### src/rtl/dm_arbiter.sv
// Data-memory arbiter: single-cycle CPU (priority) vs. host burst port, with a starvation limit.
// Optional perf counters are compiled in when DM_ARB_PERF_EN is defined.
module dm_arbiter #(
    parameter int ADDR_W       = 4,
    parameter int DATA_W       = 8,
    parameter int BURST_W      = 4,
    parameter int STARVE_LIMIT = 4
) (
    input  logic               clk,
    input  logic               reset,
    input  logic               cpu_req,
    input  logic               cpu_we,
    input  logic [ADDR_W-1:0]  cpu_addr,
    input  logic [DATA_W-1:0]  cpu_wdata,
    output logic               cpu_gnt,
    output logic               cpu_stall,
    output logic [DATA_W-1:0]  cpu_rdata,
    input  logic               host_cmd_valid,
    output logic               host_cmd_ready,
    input  logic               host_we,
    input  logic [ADDR_W-1:0]  host_addr,
    input  logic [BURST_W-1:0] host_len,
    input  logic               host_wvalid,
    input  logic [DATA_W-1:0]  host_wdata,
    output logic               host_wready,
    output logic               host_rvalid,
    output logic [DATA_W-1:0]  host_rdata,
    output logic               host_done,
    output logic               mem_we,
    output logic [ADDR_W-1:0]  mem_addr,
    output logic [DATA_W-1:0]  mem_wdata,
    input  logic [DATA_W-1:0]  mem_rdata
`ifdef DM_ARB_PERF_EN
    ,
    output logic [15:0]        perf_stall_cyc,
    output logic [15:0]        perf_host_beats
`endif
);
    localparam int SW = $clog2(STARVE_LIMIT + 1);

    typedef enum logic {IDLE, BURST} state_t;

    state_t             r_state, w_next;
    logic               r_we;
    logic [BURST_W-1:0] r_len, r_beat_cnt;
    logic [ADDR_W-1:0]  r_cur_addr;
    logic [SW-1:0]      r_starve_cnt;
    logic               r_rvalid, r_done;
    logic [DATA_W-1:0]  r_rdata;

    logic w_host_want, w_host_gnt, w_starved, w_last, w_accept;

    assign w_starved   = (r_starve_cnt == SW'(STARVE_LIMIT));
    assign w_host_want = (r_state == BURST) && (!r_we || host_wvalid);
    assign w_host_gnt  = w_host_want && (!cpu_req || w_starved);
    assign w_last      = (r_beat_cnt == r_len);
    assign w_accept    = host_cmd_valid && host_cmd_ready;

    assign host_cmd_ready = (r_state == IDLE);
    assign cpu_gnt        = cpu_req && !w_host_gnt;
    assign cpu_stall      = cpu_req && !cpu_gnt;
    assign cpu_rdata      = mem_rdata;
    assign host_wready    = w_host_gnt && r_we;
    assign host_rvalid    = r_rvalid;
    assign host_rdata     = r_rdata;
    assign host_done      = r_done;

    always_comb begin
        mem_we    = 1'b0;
        mem_addr  = cpu_addr;
        mem_wdata = cpu_wdata;
        if (w_host_gnt) begin
            mem_we    = r_we;
            mem_addr  = r_cur_addr;
            mem_wdata = host_wdata;
        end else if (cpu_gnt) begin
            mem_we = cpu_we;
        end
    end

    always_comb begin
        w_next = r_state;
        case (r_state)
            IDLE:    if (w_accept) w_next = BURST;
            BURST:   if (w_host_gnt && w_last) w_next = IDLE;
            default: w_next = IDLE;
        endcase
    end

    always_ff @(posedge clk or negedge reset) begin
        if (!reset) begin
            r_state      <= IDLE;
            r_we         <= 1'b0;
            r_len        <= '0;
            r_beat_cnt   <= '0;
            r_cur_addr   <= '0;
            r_starve_cnt <= '0;
            r_rvalid     <= 1'b0;
            r_rdata      <= '0;
            r_done       <= 1'b0;
        end else begin
            r_state  <= w_next;
            r_rvalid <= w_host_gnt && !r_we;
            r_done   <= w_host_gnt && w_last;
            if (w_accept) begin
                r_we       <= host_we;
                r_len      <= host_len;
                r_cur_addr <= host_addr;
                r_beat_cnt <= '0;
            end
            if (w_host_gnt) begin
                r_cur_addr <= r_cur_addr + ADDR_W'(1);
                r_beat_cnt <= r_beat_cnt + BURST_W'(1);
                if (!r_we) r_rdata <= mem_rdata;
            end
            // Only a cycle the host actually wanted and lost counts toward starvation.
            if (w_host_gnt)
                r_starve_cnt <= '0;
            else if (w_host_want && cpu_req && !w_starved)
                r_starve_cnt <= r_starve_cnt + SW'(1);
        end
    end

`ifdef DM_ARB_PERF_EN
    always_ff @(posedge clk or negedge reset) begin
        if (!reset) begin
            perf_stall_cyc  <= '0;
            perf_host_beats <= '0;
        end else begin
            if (cpu_stall && perf_stall_cyc != 16'hFFFF)
                perf_stall_cyc <= perf_stall_cyc + 16'd1;
            if (w_host_gnt && perf_host_beats != 16'hFFFF)
                perf_host_beats <= perf_host_beats + 16'd1;
        end
    end
`endif
endmodule

### config.mk
export PLATFORM = sky130hd
export DESIGN_NAME = dm_arbiter
export DESIGN_NICKNAME = d
export VERILOG_FILES = /design/src/rtl/dm_arbiter.sv
export SDC_FILE = /design/constraint.sdc
export NUM_CORES = 1
export LEC_CHECK = 0
export ABC_AREA = 1
export CAP_MARGIN = 40
export CORE_UTILIZATION = 36
export CTS_CLUSTER_SIZE = 20
export DETAILED_ROUTE_END_ITERATION = 8
export PLACE_DENSITY = 0.82
export SLEW_MARGIN = 20
export SYNTH_ARGS = -nofsm -noshare
export SYNTH_HDL_FRONTEND = slang
export SYNTH_SLANG_ARGS = --single-unit
### constraint.sdc
create_clock -name clk -period 1.34 [get_ports clk]
set_input_delay 0.134 -clock clk [delete_from_list [all_inputs] [get_ports clk]]
set_output_delay 0.134 -clock clk [all_outputs]
set_load 0.05 [all_outputs]
# ---- Word level (Yosys, flattened, before mapping)
# Index checks and enable logic that the tools add are counted.
# Widths: inputs -> output; s select.
dict set report word_totals {
  reg_bits 27
  in_bits 43
  word_cells 49
}
dict set report op_classes {
  n_addsub 3
  eq_ne 2
  muxes 13
  bitwise 2
  n_reduce_logical 20
}
# cell n
set op_table {}
lappend op_table {{$mux 4} 5}
lappend op_table {{$logic_and 1x1->1} 10}
lappend op_table {{$add 4x1->4 const B} 2}
lappend op_table {{$mux 8} 1}
lappend op_table {{$mux 3} 2}
lappend op_table {{$logic_not 1->1} 5}
lappend op_table {{$eq 4x4->1} 1}
lappend op_table {{$mux 1} 4}
lappend op_table {{$reduce_bool 2->1} 2}
lappend op_table {{$add 3x1->3 const B} 1}
lappend op_table {{$eq 3x3->1 const B} 1}
lappend op_table {{$logic_or 1x1->1} 2}
lappend op_table {{$not 1->1} 2}
lappend op_table {{$pmux 1 s2} 1}
lappend op_table {{$reduce_and 2->1} 1}

# ---- Longest topological paths before layout
# Gate-level depths: netlist of the first run.
dict set report logic_depth {
  ltp_word 8
  mapped_depth 10
}

# ---- Worst setup path before layout of the first run
# OpenSTA, ideal clock, no wires.
dict set report synth_path {
  path_kind {reg-to-output}
  start {register r_starve_cnt[0]}
  end {output mem_we}
  arrival_time_ns 2.269
  setup_slack_ns -1.063
  path_stages_with_launch 11
  cell_sequence {dfrtp_1 -> inv_1 -> ha_1 -> nand2_1 -> nand2_2 -> inv_2 -> nor2_4 -> buf_6 -> nor2_1 -> nand2_1 -> o21ai_0}
}
dict set report synth_between {
  elab_chain_len 7
}
# element line
set synth_lines {}
lappend synth_lines {{start, declared} 47} ;# logic [SW-1:0] r_starve_cnt;
lappend synth_lines {{start signal, assigned} 120} ;# r_starve_cnt <= r_starve_cnt + SW'(1);
lappend synth_lines {{$eq 3x3->1} 53} ;# assign w_starved = (r_starve_cnt == SW'(STARVE_LIMIT));
lappend synth_lines {{$logic_or 1x1->1} 55} ;# assign w_host_gnt = w_host_want && (!cpu_req || w_starved);
lappend synth_lines {{$logic_and 1x1->1} 55}
lappend synth_lines {{$logic_not 1->1} 60} ;# assign cpu_gnt = cpu_req && !w_host_gnt;
lappend synth_lines {{$logic_and 1x1->1} 60}
lappend synth_lines {{via cpu_gnt} 15} ;# output logic cpu_gnt,
lappend synth_lines {{$mux 1} 76} ;# end else if (cpu_gnt) begin
lappend synth_lines {{$mux 1} 72} ;# if (w_host_gnt) begin
lappend synth_lines {{end, declared} 29} ;# output logic mem_we,
# The timed path passes the listed nets, and every way through them passes these cells.

# ---- Worst setup path after layout of the first run
dict set report layout_path {
  start {register r_starve_cnt[0]}
  end {output mem_wdata[2]}
}
dict set report layout_between {
  elab_chain_len 4
}
# element line
set layout_lines {}
lappend layout_lines {{$eq 3x3->1} 53}
lappend layout_lines {{$logic_or 1x1->1} 55}
lappend layout_lines {{$logic_and 1x1->1} 55}
lappend layout_lines {{$mux 8} 72}
lappend layout_lines {{end, declared} 31} ;# output logic [DATA_W-1:0] mem_wdata,
# No other way between the ends.

==> metrics.txt, run 1 <==
CTS hold repair buffers 0; Mean Syn Cell Area 7.464 um^2; Initial Util 0.3761; sequential-to-total area share from yosys stat 0.4459; multi-input logic area 985.9 um^2; clock buffer count from CTS 3; worst hold path class in -> async; layout cells sized above 1 0.4079; core area 4029 um^2; Reg area 675.6 um^2; vias after detailed routing 1720; P_leak 1.591 nW; Pre-antenna DRT Iters 4; MaxCap Viol Count 0; routed wl met2 3200 um; Syn-to-layout area delta 117.2%; global-route wire length before repair 7652 um; Nets 352; per-cell routed wire length 16.01 um; Max stage delay on crit path 0.41 ns; Clock Sink Count 27; Startpoint Class flop; Slew Limit Fails 0; Rows 23; Overall Global Routing Usage 0.2346; Filler cells 213; cell chosen for the clock root clkbuf_8; unrepaired setup endpoints after global routing true; R2R depth 13; CP Max Fanout 8; setup TNS -15.52 ns; crit-path most repeated cell nand2_4; CTS tree yes; post-synth cell types 23; clk buf depth 2; initial antenna violation count 0; Clock Skews 0.001993 ns; Placed Cells 332; dpl hpwl 3438 um; final wirelength 5667 um; power per cell area 2239 nW/um^2; Cell Area, Placed 2943 um^2; outcome finished with violations; Syn Nets 250; Die W 66.88 um; Fin. Hold Viols 0; final setup violation count 35; IO Count 78; Worst path slowest cell dfrtp_1; ANT cells 0; largest net degree at the start of global routing 28; Top delay family on crit path buffers and inverters; Synth Register Bits 27; max layer used met4; met3 WL post-DR 324 um; Register-to-Register Setup Slack -0.44 ns; drt initial violations 65; Post-Syn Area 1515 um^2; Syn Inst Count 203; Max Fclk 0.5222 GHz; clk_lat worst skew 0.27 ns; # DRC 0; FF-to-FF Start r_starve_cnt[0]; number of global-route vias before repair 1672; post-route cell area 3291 um^2; CP endpoint kind output pin; gr ovfl total 0; die area 4472 um^2; actual slew at the worst max-slew pin 0.3549 ns; required time of the critical path 1.21 ns; Non-Filler Instances 354; final worst path period need 1.915 ns; r2r endpoint host_rdata[4]; worst ir drop on vdd 1.293 mV; Die H 66.88 um; Crit Path Class reg -> out; Vias per Instance 4.859; Worst Path Arrival 1.78 ns; failing checks negative setup slack; Reg clk slew, reported paths 0.09 ns; buffers and inverters on the worst path 4; Synth area leader dfrtp_1; port buffer count 77; DRT met1 WL 2023 um; pre-CTS setup slack -0.2891 ns; H-tree levels 1; YS warnings 0; Slew headroom 0.7634; crit-path cells inv_2, ha_4, nand2_4, nand2_4, buf_4, nand2_4, buf_12, nand2_1, nand2_8, buf_12; Tcrit/Tclk final 1.429; share of the synthesized area in the top cell type 0.4459; antenna-violating nets left 0; Area contributors post-synth dfrtp_1 (45%), nand2_1 (25%), inv_1 (4.2%); RD Place Congestion 0.7398; worst hold slack 0.2381 ns; post-route worst setup slack -0.5750 ns
kinds of logic after synthesis:
kind of cell | synth area share
AO/OA/AOI/OAI | 0.06772
XOR/XNOR | 0.02891
adder cells (fa/ha/maj) | 0.03303
buffers and inverters | 0.1156
flip-flops | 0.4459
AND/OR/NAND/NOR | 0.3088
final cells by class:
| cell class | instances | area share |
|---|---|---|
| Timing Repair Buffer | 109 | 0.4354 |
| Multi-Input combinational cell | 143 | 0.2996 |
| Sequential cell | 27 | 0.2053 |
| Inverter | 20 | 0.02510 |
| Tap cell | 50 | 0.01901 |
| Clock buffer | 4 | 0.01369 |
| Timing Repair inverter | 1 | 0.001901 |
cells in the final DEF (no fill, tap or decap), types with 7 or more instances in the layout:
cell / count
buf_12: 36
buf_4: 21
buf_6: 7
clkdlybuf4s50_1: 42
dfrtp_1: 27
inv_1: 14
nand2_1: 70
nand2_2: 10
nand2_4: 17
o21ai_0: 7
where the power goes:
part | total (W) | switching [W] | internal, W
Clock | 0.000460 | 0.000247 | 0.000213
Sequential | 0.00159 | 0.000412 | 0.00118
Combinational | 0.00532 | 0.00283 | 0.00249
Total | 0.00737 | 0.00349 | 0.00388
Yosys cell counts:
| master | count |
|---|---|
| inv_1 | 17 |
| nor2_1 | 6 |
| xnor2_1 | 2 |
| clkbuf_1 | 1 |
| dfrtp_1 | 27 |
| buf_4 | 8 |
| a21oi_4 | 1 |
| buf_2 | 2 |
| nor2_4 | 1 |
| nand3_1 | 7 |
| o22ai_1 | 1 |
| o21a_1 | 1 |
| nand2_2 | 2 |
| buf_6 | 1 |
| o21ai_0 | 12 |
| o21ai_1 | 1 |
| xor2_1 | 3 |
| buf_8 | 1 |
| nand2_4 | 1 |
| o31ai_1 | 1 |
| nand2_1 | 100 |
| inv_2 | 3 |
| ha_1 | 4 |
registers in the layout (all words and copies together) (netlist names):
signal        flops
host_rdata        8
r_beat_cnt        4
r_state           1
r_len             4
r_we              1
r_cur_addr        4
host_rvalid       1
r_starve_cnt      3
host_done         1
metrics by stage:
stage                       util  power (W)
after detailed placement  0.7304   0.006111
after floorplan                -   0.004036
after global routing      0.8168   0.007724
final                     0.8168   0.007366
after CTS                 0.7817   0.006913
after global placement    0.7304   0.005972
worst max path at each step:
stage | start | end | slack [ns] | cells past startpoint
after floorplan | r_starve_cnt[0] | mem_we | -0.28 | 10
after global placement | host_wvalid | mem_wdata[7] | -0.24 | 9
after detailed placement | host_wvalid | mem_wdata[7] | -0.29 | 9
after CTS | r_starve_cnt[0] | mem_we | -0.50 | 11
after global routing | r_starve_cnt[0] | mem_wdata[2] | -0.61 | 10
final | r_starve_cnt[0] | mem_wdata[2] | -0.57 | 10
repair_timing:
action | CTS | global route
pin swaps | 6 | 5
resized for setup | 21 | 25
setup buffers | 11 | 6
setup endpoints to repair | 35 | 38
gates cloned | 1 | 1
metal layers:
metal  vias up  track usage
li1        817            -
met1       825       0.2473
met2        67       0.4533
met3        11      0.04623
met4         0      0.07979
met5         -            0
Note: power is estimated with default switching activity, not from simulation.
==> run 2, diff against run 1 <==
--- a/config.mk
+++ b/config.mk
@@ -7,10 +7,10 @@
 export LEC_CHECK = 0
 export ABC_AREA = 1
 export CAP_MARGIN = 40
-export CORE_UTILIZATION = 36
+export CORE_UTILIZATION = 23
 export CTS_CLUSTER_SIZE = 20
 export DETAILED_ROUTE_END_ITERATION = 8
-export PLACE_DENSITY = 0.82
+export PLACE_DENSITY = 0.58
 export SLEW_MARGIN = 20
 export SYNTH_ARGS = -nofsm -noshare
 export SYNTH_HDL_FRONTEND = slang
==> run 2 against run 1 <==
Compared with the run above:
- the run still ends with negative setup slack left
- clock power grew 4%
- total power shrank 5.3%
- utilization shrank 31 points
- non-clock buffer count shrank 6
- final cell count grew 5.9%
- highest routed layer unchanged
- die area grew 55%
==> metrics.txt, run 2 (synthesis results as in run 1) <==
clk_lat worst skew 0.28 ns (about the same); most common cell after layout, fill and taps aside nand2_1; MaxCap Viol Count 0 (unchanged); unrepaired setup endpoints after global routing true; outcome finished with violations; final setup violation count 35 (unchanged); dpl hpwl 3222 um (-6.3%); worst ir drop on vdd 1.170 mV (-9.5%); layout cells sized above 1 0.3624 (-0.04548); CP endpoint kind output pin; combinational power share 0.711 (-0.011); Placed Cells 361 (+8.7%); Overall Global Routing Usage 0.1328 (-0.1018); Max Fclk 0.5394 GHz (+3.3%); final wirelength 4283 um (-24%); Worst path slowest cell dfrtp_1; Reg clk slew, reported paths 0.09 ns (about the same); # DRC 0 (unchanged); H-tree levels 1 (unchanged); CP Max Fanout 7 (-1); Tcrit/Tclk final 1.383 (-0.04560); Clock Power Share 0.068 (+0.006); crit-path cells inv_2, ha_4, nand2_2, nand2_2, inv_2, nor2_4, buf_4, buf_8, nand2_2, o21a_2, buf_12; initial antenna violation count 0 (unchanged); CTS hold repair buffers 0 (unchanged); Sw Share 0.4620 (-0.01137); Worst Path Arrival 1.72 ns (-0.06 ns); clock buffer count from CTS 3 (unchanged); crit-path most repeated cell nand2_2; die area 6916 um^2 (+55%); power per cell area 2164 nW/um^2 (-3.3%); required time of the critical path 1.21 ns (about the same); max reg flops 8 (unchanged); port buffer count 77 (unchanged); cell chosen for the clock root clkbuf_8; post-route worst setup slack -0.5139 ns (+0.06110 ns); drt initial violations 51 (-22%); Vias per Instance 4.221 (-13%); failing checks negative setup slack; core area 6350 um^2 (+58%); Final Util 0.5076 (-0.3092); Syn-to-layout area delta 112.7%; Startpoint Class flop; Reg area 675.6 um^2 (unchanged); Clock Skews 0.002793 ns (+0.0007994 ns); Die H 83.17 um (+24%); worst hold path class in -> async; IO Count 78 (unchanged); Filler cells 576 (+170%); P_sw 0.003223 W (-7.6%); number of global-route vias before repair 1640 (-1.9%); most frequent cells in the layout nand2_1 (77), clkdlybuf4s50_1 (42), buf_12 (36); CTS tree yes; final worst path period need 1.854 ns (-0.06110 ns); internal power 0.003753 W (-3.3%); gr ovfl total 0 (unchanged); RD Place Congestion 0.7979 (+7.9%); Slew Limit Fails 0 (unchanged); per-cell routed wire length 11.42 um (-29%); Non-Filler Instances 375 (+5.9%); ANT cells 0 (unchanged); Initial Util 0.2386 (-0.1375); Max stage delay on crit path 0.39 ns (-0.02 ns); Clock Sink Count 27 (unchanged); actual slew at the worst max-slew pin 0.3567 ns (+0.001812 ns); Rows 29 (+26%); multi-input logic area 957.2 um^2 (-2.9%); clk buf depth 2 (unchanged); Crit Path Class reg -> out; Slew headroom 0.7622 (-0.001208); antenna-violating nets left 0 (unchanged); vias after detailed routing 1583 (-8.0%); largest net degree at the start of global routing 28 (unchanged); global-route wire length before repair 7431 um (-2.9%); P_leak 1.518 nW (-4.6%); Fin. Hold Viols 0 (unchanged); Nets 346 (-1.7%); Die W 83.17 um (+24%); setup TNS -11.50 ns (+4.014 ns); Pre-antenna DRT Iters 4 (unchanged); sequential share of power 0.221 (+0.005)
-- run 2: cell count changes in the layout (fill, tap and decap cells not counted), moves of 3 or more --
cell	delta
nand2_4	-8
nand2_1	+7
buf_6	-5
nand2_8	+3
-- run 2: worst paths after layout --
path / startpoint / to / slack (ns) / cells past startpoint
setup / recovery: r_starve_cnt[0] / mem_addr[0] / -0.51 / 11
hold / removal: reset / r_cur_addr[2] / 0.23 / 2
setup reg to reg: r_starve_cnt[0] / host_rdata[3] / -0.32 / 13
hold reg to reg: host_rdata[4] / host_rdata[4] / 0.55 / 2
max in group asynchronous: reset / r_starve_cnt[0] / 0.84 / 2
min in group clk: host_len[1] / r_len[1] / 0.42 / 3
-- run 2: final cells by class --
cell class,count,share of cell area
tap,77,0.02989
inverter,20,0.02484
sequential,27,0.2096
clock buffer,4,0.01398
multi-input combinational,143,0.2970
timing repair buffer,103,0.4231
timing repair inverter,1,0.001553
-- run 2: timing repair --
action                                  in CTS  in global routing
endpoints found under the setup margin      33                 35
gates resized for setup                     11                 12
buffers inserted                             5                  4
gates cloned                                 1                  1
pin swaps                                   10                  0
-- run 2: worst max-delay path: cells and delay by family, from the launching register on --
family | cells | cell delay (ns)
compound gates | 1 | 0.13
flops | 1 | 0.39
buf+inv | 5 | 0.51
fa+ha+maj | 1 | 0.13
simple gates | 4 | 0.27
-- run 2: power by group through the flow --
stage               clock network [W]  registers (W)  logic (W)
floorplan                           0        0.00189    0.00214
global placement                    0        0.00153    0.00457
detailed placement                  0        0.00154    0.00464
CTS                          0.000488        0.00154    0.00485
global route                 0.000526        0.00160    0.00531
finish                       0.000477        0.00154    0.00496
-- run 2: stage by stage --
step / hold slack [ns] / power [W] / area (um^2) / setup slack (ns)
2_1_floorplan: -0.1616 / 0.004036 / 1735 / -0.2780
3_3_place_gp: 0.5256 / 0.006099 / 3004 / -0.2575
3_5_place_dp: 0.5288 / 0.006179 / 3004 / -0.2959
4_1_cts: 0.2456 / 0.006871 / 3149 / -0.5290
5_1_grt: 0.2660 / 0.007433 / 3223 / -0.6084
6_report: 0.2315 / 0.006976 / 3223 / -0.5139
-- run 2: routing by layer --
layer | wire length, um | up-vias | GRT usage
li1 | - | 807 | -
met1 | 1907 | 720 | 0.1729
met2 | 2067 | 52 | 0.2213
met3 | 248 | 4 | 0.02286
met4 | 59 | 0 | 0.04702
met5 | 0 | - | 0
